==> src/rtl/alu_issue_stage.sv <==
// Registered ALU issue stage: 2-entry skid buffer with the opcode decoded at capture time.
// Optional ALU_ISSUE_PERF_EN adds saturating stall and illegal-issue counters.
module alu_issue_stage #(
  parameter int WIDTH = 32,
  parameter int OP_W  = 3
) (
  input  logic             clk,
  input  logic             rst_n,
  input  logic             flush,
  input  logic             in_valid,
  output logic             in_ready,
  input  logic [WIDTH-1:0] in_a,
  input  logic [WIDTH-1:0] in_b,
  input  logic [OP_W-1:0]  in_op,
  output logic             out_valid,
  input  logic             out_ready,
  output logic [WIDTH-1:0] out_a,
  output logic [WIDTH-1:0] out_b,
  output logic [6:0]       out_sel,
  output logic             out_sub,
`ifdef ALU_ISSUE_PERF_EN
  output logic [31:0]      stall_cnt,
  output logic [15:0]      illegal_cnt,
`endif
  output logic             out_illegal
);

  // decoded entry: {illegal, sub, sel[6:0]}
  function automatic logic [8:0] decode(input logic [OP_W-1:0] op);
    logic [8:0] r;
    r = '0;
    case (op)
      OP_W'(0): r[0] = 1'b1;
      OP_W'(1): begin r[1] = 1'b1; r[7] = 1'b1; end
      OP_W'(2): r[2] = 1'b1;
      OP_W'(3): r[3] = 1'b1;
      OP_W'(4): r[4] = 1'b1;
      OP_W'(5): begin r[5] = 1'b1; r[7] = 1'b1; end
      OP_W'(6): begin r[6] = 1'b1; r[7] = 1'b1; end
      default:  r[8] = 1'b1;
    endcase
    return r;
  endfunction

  logic             out_valid_q, out_valid_d;
  logic [WIDTH-1:0] out_a_q, out_a_d;
  logic [WIDTH-1:0] out_b_q, out_b_d;
  logic [8:0]       out_dec_q, out_dec_d;
  logic             skid_valid_q, skid_valid_d;
  logic [WIDTH-1:0] skid_a_q, skid_a_d;
  logic [WIDTH-1:0] skid_b_q, skid_b_d;
  logic [8:0]       skid_dec_q, skid_dec_d;

  logic       in_fire;
  logic       ld_out;
  logic [8:0] in_dec;

  // rst_n gates in_ready so nothing is accepted while reset is held
  assign in_ready = rst_n && !skid_valid_q && !flush;
  assign in_fire  = in_valid && in_ready;
  assign ld_out   = !out_valid_q || out_ready;
  assign in_dec   = decode(in_op);

  always_comb begin
    out_valid_d  = out_valid_q;
    out_a_d      = out_a_q;
    out_b_d      = out_b_q;
    out_dec_d    = out_dec_q;
    skid_valid_d = skid_valid_q;
    skid_a_d     = skid_a_q;
    skid_b_d     = skid_b_q;
    skid_dec_d   = skid_dec_q;
    if (flush) begin
      out_valid_d  = 1'b0;
      skid_valid_d = 1'b0;
    end else if (ld_out) begin
      if (skid_valid_q) begin
        out_valid_d  = 1'b1;
        out_a_d      = skid_a_q;
        out_b_d      = skid_b_q;
        out_dec_d    = skid_dec_q;
        skid_valid_d = 1'b0;
      end else if (in_fire) begin
        out_valid_d = 1'b1;
        out_a_d     = in_a;
        out_b_d     = in_b;
        out_dec_d   = in_dec;
      end else begin
        out_valid_d = 1'b0;
      end
    end else if (in_fire) begin
      skid_valid_d = 1'b1;
      skid_a_d     = in_a;
      skid_b_d     = in_b;
      skid_dec_d   = in_dec;
    end
  end

  always_ff @(posedge clk or negedge rst_n) begin
    if (!rst_n) begin
      out_valid_q  <= 1'b0;
      out_a_q      <= '0;
      out_b_q      <= '0;
      out_dec_q    <= '0;
      skid_valid_q <= 1'b0;
      skid_a_q     <= '0;
      skid_b_q     <= '0;
      skid_dec_q   <= '0;
    end else begin
      out_valid_q  <= out_valid_d;
      out_a_q      <= out_a_d;
      out_b_q      <= out_b_d;
      out_dec_q    <= out_dec_d;
      skid_valid_q <= skid_valid_d;
      skid_a_q     <= skid_a_d;
      skid_b_q     <= skid_b_d;
      skid_dec_q   <= skid_dec_d;
    end
  end

  assign out_valid   = out_valid_q;
  assign out_a       = out_a_q;
  assign out_b       = out_b_q;
  assign out_sel     = out_dec_q[6:0];
  assign out_sub     = out_dec_q[7];
  assign out_illegal = out_dec_q[8];

`ifdef ALU_ISSUE_PERF_EN
  logic [31:0] stall_cnt_q, stall_cnt_d;
  logic [15:0] illegal_cnt_q, illegal_cnt_d;

  // counters observe the handshake regardless of flush
  always_comb begin
    stall_cnt_d   = stall_cnt_q;
    illegal_cnt_d = illegal_cnt_q;
    if (out_valid_q && !out_ready && (stall_cnt_q != '1))
      stall_cnt_d = stall_cnt_q + 32'd1;
    if (out_valid_q && out_ready && out_dec_q[8] && (illegal_cnt_q != '1))
      illegal_cnt_d = illegal_cnt_q + 16'd1;
  end

  always_ff @(posedge clk or negedge rst_n) begin
    if (!rst_n) begin
      stall_cnt_q   <= '0;
      illegal_cnt_q <= '0;
    end else begin
      stall_cnt_q   <= stall_cnt_d;
      illegal_cnt_q <= illegal_cnt_d;
    end
  end

  assign stall_cnt   = stall_cnt_q;
  assign illegal_cnt = illegal_cnt_q;
`endif

endmodule

==> config.mk <==
export PLATFORM = sky130hd
export DESIGN_NAME = alu_issue_stage
export DESIGN_NICKNAME = d
export VERILOG_FILES = /design/src/rtl/alu_issue_stage.sv
export SDC_FILE = /design/constraint.sdc
export NUM_CORES = 1
export LEC_CHECK = 0
export CAP_MARGIN = 20
export CORE_ASPECT_RATIO = 0.6
export CORE_MARGIN = 2
export CORE_UTILIZATION = 51
export DETAILED_ROUTE_END_ITERATION = 7
export GPL_TIMING_DRIVEN = 1
export PLACE_DENSITY = 0.91
export REMOVE_ABC_BUFFERS = 1
export SLEW_MARGIN = 10
export SYNTH_ARGS = -nofsm -noshare
export SYNTH_HDL_FRONTEND = slang
export SYNTH_SLANG_ARGS = --single-unit
==> constraint.sdc <==
create_clock -name clk -period 1.8 [get_ports clk]
set_input_delay 0.36 -clock clk [delete_from_list [all_inputs] [get_ports clk]]
set_output_delay 0.36 -clock clk [all_outputs]
set_load 0.02 [all_outputs]
## Word level (Yosys, flattened, before mapping)

Cells that the tools add are included.

| storage, ports and cells | value |
|---|---|
| register bits after elaboration | 148 |
| bits of input ports | 72 |
| output and inout port bits | 75 |
| word-level logic and storage cells | 53 |

| cells by class | value |
|---|---|
| equality and inequality tests | 6 |
| muxes and demuxes | 22 |
| bitwise operators | 2 |
| reduce and logical (&&, ||, !) cells | 15 |

Operator list:

| kind | number |
|---|---|
| $mux 32 | 4 |
| $mux 9 | 2 |
| $mux 1 | 16 |
| $eq 3x3->1 const B | 3 |
| $reduce_or 7->1 | 1 |
| $eq 3x2->1 const B | 2 |
| $reduce_and 3->1 | 2 |
| $reduce_bool 2->1 | 2 |
| $eq 3x1->1 const B | 1 |
| $logic_and 1x1->1 | 3 |
| $logic_not 1->1 | 3 |
| $logic_not 3->1 | 1 |
| $reduce_bool 3->1 | 1 |
| $reduce_or 3->1 | 1 |
| $not 1->1 | 2 |
| $logic_or 1x1->1 | 1 |

## Depth between registers and ports, before layout

Gate-level depths: netlist of run 1.

| depth | value |
|---|---|
| depth after elaboration | 8 |
| gate-level depth with buffers | 5 |

## Least setup slack after synthesis of run 1

No wires, ideal clock.

| timing path | value |
|---|---|
| kind | reg2out |
| from | register skid_valid_q |
| to | output in_ready |
| arrival time | 1.306 ns |
| required time | 1.440 ns |
| path slack | 0.134 ns |
| stages on the path, launching flop included | 4 |
| buffers on the path | 2 |
| cells stage by stage | dfrtp_1 buf_4 buf_2 nor3b_1 |

| on the way | value |
|---|---|
| longest elaborated chain between the ends | 3 |

RTL lines:

| what | line | text |
|---|---|---|
| from (decl) | 49 | `logic skid_valid_q, skid_valid_d;` |
| from (signal assigned) | 114 | `skid_valid_q <= skid_valid_d;` |
| $logic_not 1->1 | 59 | `assign in_ready = rst_n && !skid_valid_q && !flush;` |
| $logic_and 1x1->1 (2 in series) | 59 |  |
| to (decl) | 11 | `output logic in_ready,` |

No other way between the ends.

## Final worst setup path of run 1

| timing path | value |
|---|---|
| from | register out_a_q[22], in the netlist out_a[22] |
| to | output out_a[22] |

RTL lines:

| what | line | text |
|---|---|---|
| from (decl) | 46 | `logic [WIDTH-1:0] out_a_q, out_a_d;` |
| from (signal assigned) | 111 | `out_a_q <= out_a_d;` |
| to (decl) | 17 | `output logic [WIDTH-1:0] out_a,` |

No word-level cell between the ends.

==> results.sh, run 1 <==
export IMPL_maxSlewViolCount=0
export IMPL_drt_wl_total_mm=14.9
export IMPL_syn_avg_cell_area_um2=16.6
export IMPL_cts_tree="built"
export IMPL_clock_sinks=148
export IMPL_status="finished clean"
export IMPL_grtUsageTotal=0.211
export IMPL_core_um2=13500
export IMPL_vias=4029
export IMPL_max_freq_ghz=0.568
export IMPL_synth_area_top_cells="dfrtp_1, mux2_4, mux2_1, mux2_2, buf_12"
export IMPL_grt_max_degree=149
export IMPL_drc=0
export IMPL_crit_chain="clkdlybuf4s50_1"
export IMPL_synth_top_cell_area_share=0.527
export IMPL_initial_core_util=0.519
export IMPL_p_leak_nw=4.22
export IMPL_die_x_um=156
export IMPL_rows=33
export IMPL_drive_gt1_frac=0.319
export IMPL_setup_viol=0
export IMPL_critPathLaunchType="flip-flop"
export IMPL_yosys_top_cells_count="dfrtp_1, mux2_4, mux2_1"
export IMPL_worstPathMaxFanout=2
export IMPL_synth_warnings=0
export IMPL_firstDrtPassIters=4
export IMPL_rr_startpoint="skid_valid_q$_DFFE_PN0P_"
export IMPL_port_buffers=146
export IMPL_die_area_um2=14800
export IMPL_clock_latency_ns=0.40
export IMPL_stdcell_area_um2=9300
export IMPL_htree_levels=4
export IMPL_reg2regPathDepth=3
export IMPL_cap_violations=0
export IMPL_post_cts_buffers=0
export IMPL_fin_worst_skew_ns=0.00884
export IMPL_power_density_nw_per_um2=1080
export IMPL_synth_top_area_cell="dfrtp_1"
export IMPL_diodes=0
export IMPL_cts_buffer_depth=2
export IMPL_syn_area_um2=7030
export IMPL_path_buf_inv=1
export IMPL_grt_ovfl_total=0
export IMPL_die_y_um=94.9
export IMPL_r2r_slack_ns=0.10
export IMPL_critPathRequiredTime_ns=1.44
export IMPL_slew_headroom=0.458
export IMPL_ant_nets=0
export IMPL_async_flop_share=1.00
export IMPL_area_growth_pct=32.3
export IMPL_nNetsFinal=658
export IMPL_ys_ff_latch=148
export IMPL_placed_area_um2=8700
export IMPL_dp_cells=742
export IMPL_grt_antenna_before_repair=0
export IMPL_ir_drop_mv=0.568
export IMPL_fin_cells=774
export IMPL_r2r_end="out_a[7]$_DFFE_PN0P_"
export IMPL_critical_path_top_delay_family="buffers and inverters"
export IMPL_synth_most_common_cell="dfrtp_1"
export IMPL_synth_ff_type="dfrtp_1"
export IMPL_tightest_slew_ns=0.814
export IMPL_ys_seq_area_frac=0.527
export IMPL_worstSetupPathType="flip-flop to output pin"
export IMPL_fin_crit_ns=1.76
export IMPL_dp_hpwl_mm=10.1
export IMPL_viasPerCell=5.21
export IMPL_root_buffer="clkbuf_16"
export IMPL_clk_pin_slew_ns=0.07
export IMPL_drtIter0Drc=184
export IMPL_finalCritPeriodShare=0.978
export IMPL_crit_arrival_ns=1.40
export IMPL_critPathMaxStageDelay_ns=0.63
export IMPL_globalplace_congestion=0.750
export IMPL_rsz0062_at_grt="no"
export IMPL_grt_pass1_vias=4460
export IMPL_pin_count=147
export IMPL_routedWlPerCell_um=19.3
export IMPL_endpoint_kind="output pin"
export IMPL_syn_inst=423
export IMPL_cts_inserted_buffers=17
export IMPL_synth_edf_count=0
export IMPL_hold_violations=0
export IMPL_grt_pass1_wl_mm=24.0
export IMPL_cpMaxStageDelayCell="clkdlybuf4s50_1"
export IMPL_hold_class="input port to async pin"
export IMPL_synth_distinct_cells=28
## report_power, final
group | leakage, nW | internal (W) | switching (W) | total (W)
clock | 0.262 | 0.00204 | 0.00135 | 0.00339
combinational | 2.09 | 0.00143 | 0.000959 | 0.00239
sequential | 1.86 | 0.00393 | 0.000380 | 0.00431
total | 4.22 | 0.00740 | 0.00269 | 0.0101
## flip-flops by register name (all words and copies together) (netlist names)
signal        cells
skid_a_q         32
out_valid         1
out_b            32
skid_valid_q      1
skid_b_q         32
out_dec_q         9
skid_dec_q        9
out_a            32
## cell type report
type / count / area [um^2]
timing repair buffer: 169 / 1770
clock inverter: 12 / 134
sequential: 148 / 3710
fill: 900 / 4250
tap: 175 / 219
inverter: 7 / 26.3
multi-input combinational: 243 / 3000
clock buffer: 20 / 437
## metrics by stage
step                      total power, W  setup TNS [ns]   util  hold WS [ns]  worst slack (ns)
after floorplan                  0.00555         -833.18      -        0.0644             -6.79
after global placement           0.00665          -36.80  0.643         0.463            -0.341
after detailed placement         0.00676          -42.62  0.643         0.475            -0.371
after CTS                         0.0102               0  0.684         0.142           0.00280
after global routing              0.0105               0  0.686         0.188           0.00244
final                             0.0101               0  0.686        0.0657            0.0398
## routing by layer
| metal | global-route usage | share of wire |
|---|---|---|
| met1 | 0.297 | 0.50 |
| met4 | 0.0512 | 0.0055 |
| met5 | 0 | 0 |
| met2 | 0.336 | 0.45 |
| met3 | 0.0491 | 0.051 |
## layout by cell type, fill, tap and decap left out, types with 3 or more instances in the layout
cell / count
dlymetal6s2s_1: 11
mux2_4: 108
mux2i_1: 10
clkbuf_1: 3
buf_12: 9
nor3b_1: 3
nand2_1: 7
dlygate4sd2_1: 3
dfrtp_1: 147
inv_1: 6
mux2_2: 23
clkinvlp_4: 5
buf_4: 13
clkbuf_16: 17
clkdlybuf4s50_1: 130
mux2_1: 73
clkinv_4: 3
## logic make-up after synthesis
| kind of cell | after synthesis | synth area share |
|---|---|---|
| and+or+nand+nor | 22 | 0.0198 |
| muxes | 214 | 0.399 |
| DFF | 148 | 0.527 |
| buffers and inverters | 32 | 0.0477 |
| AOI/OAI and AO/OA | 7 | 0.00641 |
## worst max path at each step
stage | from | end | slack (ns) | cells past startpoint
CTS | out_b[14]$_DFFE_PN0P_ | out_b[14] | 0.003 | 1
finish | out_a[22]$_DFFE_PN0P_ | out_a[22] | 0.04 | 1
detailed placement | flush | skid_b_q[19]$_DFFE_PN0P_ | -0.37 | 5
floorplan | skid_valid_q$_DFFE_PN0P_ | skid_a_q[0]$_DFFE_PN0P_ | -6.79 | 2
global route | skid_valid_q$_DFFE_PN0P_ | in_ready | 0.002 | 2
global placement | flush | in_ready | -0.34 | 3
## what timing repair did
action / 4_1_cts / 5_1_grt
hold buffers: 0 / 0
pin swaps: 0 / 1
hold endpoints to repair: 0 / 0
setup endpoints to repair: 3 / 19
gates resized for setup: 8 / 12
(Power assumes the default switching activity.)
==> run 2, diff against run 1 <==
--- a/config.mk
+++ b/config.mk
@@ -5,10 +5,10 @@
 export SDC_FILE = /design/constraint.sdc
 export NUM_CORES = 1
 export LEC_CHECK = 0
-export CAP_MARGIN = 20
 export CORE_ASPECT_RATIO = 0.6
 export CORE_MARGIN = 2
 export CORE_UTILIZATION = 51
+export CTS_CLUSTER_DIAMETER = 40
 export DETAILED_ROUTE_END_ITERATION = 7
 export GPL_TIMING_DRIVEN = 1
 export PLACE_DENSITY = 0.91
==> constraint.sdc (replaced) <==
create_clock -name clk -period 1.66 [get_ports clk]
set_input_delay 0.332 -clock clk [delete_from_list [all_inputs] [get_ports clk]]
set_output_delay 0.332 -clock clk [all_outputs]
set_load 0.02 [all_outputs]
==> results.sh, run 2 (synthesis gave the netlist of run 1 again) <==
export IMPL_grt_pass1_wl_mm=24.9
export IMPL_fin_ws_ns=-0.144
export IMPL_slew_headroom=0.475
export IMPL_critPathLaunchType="input port"
export IMPL_grtUsageTotal=0.225
export IMPL_r2r_slack_ns=-0.13
export IMPL_rows=33
export IMPL_stdcell_area_um2=9910
export IMPL_pin_count=147
export IMPL_path_buf_inv=4
export IMPL_endpoint_kind="flip-flop"
export IMPL_rr_startpoint="out_valid$_DFFE_PN0N_"
export IMPL_crit_chain="clkdlybuf4s50_1 > nand2b_4 > nor4_4 > buf_4 > buf_12 > bufbuf_16 > mux2_4"
export IMPL_violations="negative setup slack"
export IMPL_dp_hpwl_mm=10.3
export IMPL_root_buffer="clkbuf_16"
export IMPL_hold_violations=0
export IMPL_grt_antenna_before_repair=0
export IMPL_clk_pin_slew_ns=0.07
export IMPL_grt_ovfl_total=0
export IMPL_fin_crit_ns=1.80
export IMPL_status="finished with violations"
export IMPL_cts_inserted_buffers=17
export IMPL_grt_pass1_vias=4538
export IMPL_clock_sinks=148
export IMPL_ir_drop_mv=0.720
export IMPL_crit_arrival_ns=2.10
export IMPL_critical_path_top_delay_family="buffers and inverters"
export IMPL_power_density_nw_per_um2=1150
export IMPL_initial_core_util=0.519
export IMPL_area_growth_pct=41.1
export IMPL_firstDrtPassIters=4
export IMPL_htree_levels=4
export IMPL_globalplace_congestion=0.803
export IMPL_cts_buffer_depth=2
export IMPL_grt_max_degree=149
export IMPL_tightest_slew_ns=0.788
export IMPL_drt_wl_total_mm=17.0
export IMPL_final_common_cell="dfrtp_1"
export IMPL_fin_worst_skew_ns=0.00673
export IMPL_die_area_um2=14800
export IMPL_reg2regPathDepth=6
export IMPL_placed_area_um2=8780
export IMPL_drtIter0Drc=186
export IMPL_critPathMaxStageDelay_ns=0.40
export IMPL_worstPathMaxFanout=9
export IMPL_viasPerCell=5.29
export IMPL_drive_gt1_frac=0.394
export IMPL_finalCritPeriodShare=1.09
export IMPL_hold_class="input port to async pin"
export IMPL_clock_latency_ns=0.41
export IMPL_port_buffers=146
export IMPL_max_freq_ghz=0.554
export IMPL_drc=0
export IMPL_setup_viol=69
export IMPL_r2r_end="skid_b_q[5]$_DFFE_PN0P_"
export IMPL_cts_tree="built"
export IMPL_finalPower_w=0.0114
export IMPL_ant_nets=0
export IMPL_nNetsFinal=693
export IMPL_cpMaxStageDelayCell="clkdlybuf4s50_1"
export IMPL_maxSlewViolCount=0
export IMPL_worstSetupPathType="input port to flip-flop"
export IMPL_critPathRequiredTime_ns=1.95
export IMPL_die_y_um=94.9
export IMPL_core_um2=13500
export IMPL_p_leak_nw=4.61
export IMPL_cap_violations=0
export IMPL_layout_common_cells="dfrtp_1, mux2_4, dlygate4sd2_1"
export IMPL_vias=4279
export IMPL_routedWlPerCell_um=21.0
export IMPL_diodes=0
export IMPL_rsz0062_at_grt="yes"
export IMPL_die_x_um=156
run 2: changes by cell type in the layout (fill, tap and decap cells not counted), moves of 4 or more:
cell             before  now
buf_4                13   19
buf_6                 2   14
buf_8                 0    5
clkbuf_16            17   23
clkdlybuf4s50_1     130   68
dlygate4sd2_1         3   76
dlymetal6s2s_1       11    0
inv_6                 0    4
mux2_1               73   52
mux2_4              108  132
run 2: layout make-up:
cell class                 instances  area (um^2)
fill                             854         3630
multi-input combinational        243         3100
tap                              175          219
timing repair buffer             204         2220
sequential                       148         3710
clock inverter                    13          196
clock buffer                      19          443
inverter                           7         26.3
run 2: worst max-delay path by stage:
stage,to,slack [ns],cells past startpoint,start
after floorplan,skid_a_q[0]$_DFFE_PN0P_,-6.93,2,skid_valid_q$_DFFE_PN0P_
after global placement,in_ready,-0.42,3,flush
after detailed placement,skid_b_q[22]$_DFFE_PN0P_,-0.50,5,flush
after CTS,skid_a_q[6]$_DFFE_PN0P_,-0.12,6,out_valid$_DFFE_PN0N_
after global routing,skid_b_q[5]$_DFFE_PN0P_,-0.17,6,out_valid$_DFFE_PN0N_
final,skid_b_q[5]$_DFFE_PN0P_,-0.14,7,out_ready
run 2: where the power goes:
group,switching [W],internal (W)
Sequential,0.000414,0.00426
Combinational,0.00108,0.00144
Clock,0.00158,0.00258
run 2: layer usage:
metal	GRT usage	up-vias	wire length (um)
met1	0.314	2197	8080
met4	0.0680	0	239
met5	0	-	0
met3	0.0711	23	947
met2	0.340	146	7700
li1	-	1913	-
run 2: stage by stage:
| stage | hold slack, ns | utilization | cells | TNS, ns | setup WS, ns |
|---|---|---|---|---|---|
| 2_1_floorplan | 0.0364 | - | 398 | -854.01 | -6.93 |
| 3_3_place_gp | 0.463 | 0.649 | 753 | -51.64 | -0.424 |
| 3_5_place_dp | 0.475 | 0.649 | 753 | -59.23 | -0.499 |
| 4_1_cts | 0.107 | 0.704 | 796 | -2.75 | -0.120 |
| 5_1_grt | 0.142 | 0.732 | 809 | -8.33 | -0.168 |
| 6_report | 0.0662 | 0.732 | 809 | -5.40 | -0.144 |
run 2: what timing repair did:
action                                  in CTS  in global routing
endpoints found under the setup margin     149                 94
hold buffers                                 0                  0
endpoints found under the hold margin        0                  0
gates resized for setup                     98                 41
buffers inserted                             8                  8
cloned                                       3                  6
pin swaps                                    1                  1
==> run 3, diff against run 2 <==
--- a/config.mk
+++ b/config.mk
@@ -7,11 +7,11 @@
 export LEC_CHECK = 0
 export CORE_ASPECT_RATIO = 0.6
 export CORE_MARGIN = 2
-export CORE_UTILIZATION = 51
+export CORE_UTILIZATION = 55
 export CTS_CLUSTER_DIAMETER = 40
 export DETAILED_ROUTE_END_ITERATION = 7
 export GPL_TIMING_DRIVEN = 1
-export PLACE_DENSITY = 0.91
+export PLACE_DENSITY = 0.95
 export REMOVE_ABC_BUFFERS = 1
 export SLEW_MARGIN = 10
 export SYNTH_ARGS = -nofsm -noshare
==> constraint.sdc (replaced) <==
create_clock -name clk -period 2.13 [get_ports clk]
set_input_delay 0.426 -clock clk [delete_from_list [all_inputs] [get_ports clk]]
set_output_delay 0.426 -clock clk [all_outputs]
set_load 0.02 [all_outputs]
==> results.sh, run 3 (synthesis gave the netlist of run 1 again) <==
export IMPL_maxSlewViolCount=0
export IMPL_die_y_um=91.5
export IMPL_cts_tree="built"
export IMPL_slew_headroom=0.493
export IMPL_grt_antenna_before_repair=0
export IMPL_hold_class="input port to async pin"
export IMPL_whs_ns=0.0699
export IMPL_dp_hpwl_mm=10.7
export IMPL_grt_ovfl_total=0
export IMPL_cp_startpoint="flush"
export IMPL_endpoint_kind="output pin"
export IMPL_setup_viol=0
export IMPL_r2r_end="skid_dec_q[8]$_DFFE_PN0P_"
export IMPL_p_sw_w=0.00227
export IMPL_clock_sinks=148
export IMPL_worstSetupPathType="input port to output pin"
export IMPL_power_density_nw_per_um2=923
export IMPL_nNetsFinal=654
export IMPL_drtIter0Drc=202
export IMPL_setup_tns_final_ns=0
export IMPL_intPower_w=0.00623
export IMPL_core_um2=12300
export IMPL_p_clk_frac=0.331
export IMPL_fin_worst_skew_ns=0.00804
export IMPL_ant_nets=0
export IMPL_routedWlPerCell_um=20.6
export IMPL_rows=31
export IMPL_final_common_cell="dfrtp_1"
export IMPL_status="finished clean"
export IMPL_clk_pin_slew_ns=0.06
export IMPL_cap_violations=0
export IMPL_p_leak_nw=4.07
export IMPL_placed_area_um2=8660
export IMPL_reg2regPathDepth=4
export IMPL_globalplace_congestion=0.779
export IMPL_pin_count=147
export IMPL_die_x_um=150
export IMPL_hold_buffers=0
export IMPL_drt_wl_total_mm=15.6
export IMPL_rsz0062_at_grt="no"
export IMPL_p_comb_frac=0.240
export IMPL_clock_latency_ns=0.42
export IMPL_fin_crit_ns=1.90
export IMPL_critPathMaxStageDelay_ns=0.50
export IMPL_cts_inserted_buffers=17
export IMPL_drc=0
export IMPL_port_buffers=146
export IMPL_sw_frac_of_total=0.267
export IMPL_crit_chain="clkdlybuf4s50_1 > nor3b_1 > dlygate4sd2_1"
export IMPL_cts_buffer_depth=2
export IMPL_grtUsageTotal=0.242
export IMPL_layout_common_cells="dfrtp_1, clkdlybuf4s50_1, mux2_4"
export IMPL_critPathLaunchType="input port"
export IMPL_vias=4103
export IMPL_root_buffer="clkbuf_16"
export IMPL_stdcell_area_um2=9200
export IMPL_cpMaxStageDelayCell="clkdlybuf4s50_1"
export IMPL_initial_core_util=0.573
export IMPL_hold_violations=0
export IMPL_firstDrtPassIters=4
export IMPL_worstPathMaxFanout=3
export IMPL_grt_max_degree=75
export IMPL_crit_arrival_ns=1.47
export IMPL_r2r_slack_ns=0.38
export IMPL_finalCritPeriodShare=0.891
export IMPL_drive_gt1_frac=0.311
export IMPL_ir_drop_mv=0.665
export IMPL_fillers=775
export IMPL_diodes=0
export IMPL_critPathRequiredTime_ns=1.70
export IMPL_grt_pass1_vias=4602
export IMPL_grt_pass1_wl_mm=25.3
export IMPL_area_growth_pct=31.0
export IMPL_viasPerCell=5.42
export IMPL_rr_startpoint="skid_valid_q$_DFFE_PN0P_"
export IMPL_max_freq_ghz=0.527
export IMPL_die_area_um2=13700
export IMPL_seqPwrFrac=0.429
export IMPL_htree_levels=4
export IMPL_tightest_slew_ns=0.760
run 3: cell count changes in the layout (fill, tap and decap cells not counted), sizes merged:
| cell | change |
|---|---|
| clkbuf | -6 |
| bufinv | -2 |
| buf | -32 |
| clkdlybuf4s50 | +76 |
| clkinv | +3 |
| inv | -4 |
| bufbuf | -2 |
| dlygate4sd2 | -75 |
run 3: timing repair:
item	4_1_cts	5_1_grt
buffers inserted	0	0
gates resized for setup	1	0
setup endpoints to repair	1	0
run 3: worst max path at each step:
stage / endpoint / slack, ns
4_1_cts: in_ready / 0.20
3_5_place_dp: out_a[12]$_DFFE_PN0P_ / -0.13
3_3_place_gp: in_ready / -0.07
5_1_grt: in_ready / 0.15
6_report: in_ready / 0.23
2_1_floorplan: skid_a_q[0]$_DFFE_PN0P_ / -6.46
run 3: layout make-up:
cell class	count	area, um^2	area share
repair buffers	165	1720	0.187
clock buffers	19	433	0.0470
well taps	165	206	0.0224
inverters	7	26.3	0.00285
multi-input cells	243	3000	0.326
flip-flops and latches	148	3710	0.403
clock inverters	10	113	0.0122
run 3: power by group through the flow:
stage | sequential, W | combinational (W) | clock (W)
after global placement | 0.00363 | 0.00198 | 0
after global routing | 0.00370 | 0.00215 | 0.00300
after detailed placement | 0.00367 | 0.00205 | 0
after CTS | 0.00364 | 0.00206 | 0.00285
final | 0.00365 | 0.00204 | 0.00281
after floorplan | 0.00394 | 0.000752 | 0
run 3: worst max-delay path, delay by kind of cell:
| kind | cells | cell delay, ns |
|---|---|---|
| buffers and inverters | 2 | 0.85 |
| and+or+nand+nor | 1 | 0.20 |
run 3: layer usage:
layer,vias up,wire length [um],track usage,part of all wire
met5,-,0,0,0
met1,2122,7210,0.336,0.46
met3,24,911,0.0598,0.059
met4,0,285,0.0857,0.018
met2,141,7160,0.371,0.46
li1,1816,-,-,-
run 3: through the flow:
| stage | std cells | util | setup slack, ns | total power (W) |
|---|---|---|---|---|
| 6_report | 757 | 0.751 | 0.232 | 0.00850 |
| 5_1_grt | 757 | 0.751 | 0.154 | 0.00885 |
| 2_1_floorplan | 398 | - | -6.46 | 0.00469 |
| 4_1_cts | 757 | 0.751 | 0.203 | 0.00856 |
| 3_3_place_gp | 728 | 0.707 | -0.0693 | 0.00561 |
| 3_5_place_dp | 728 | 0.707 | -0.125 | 0.00572 |
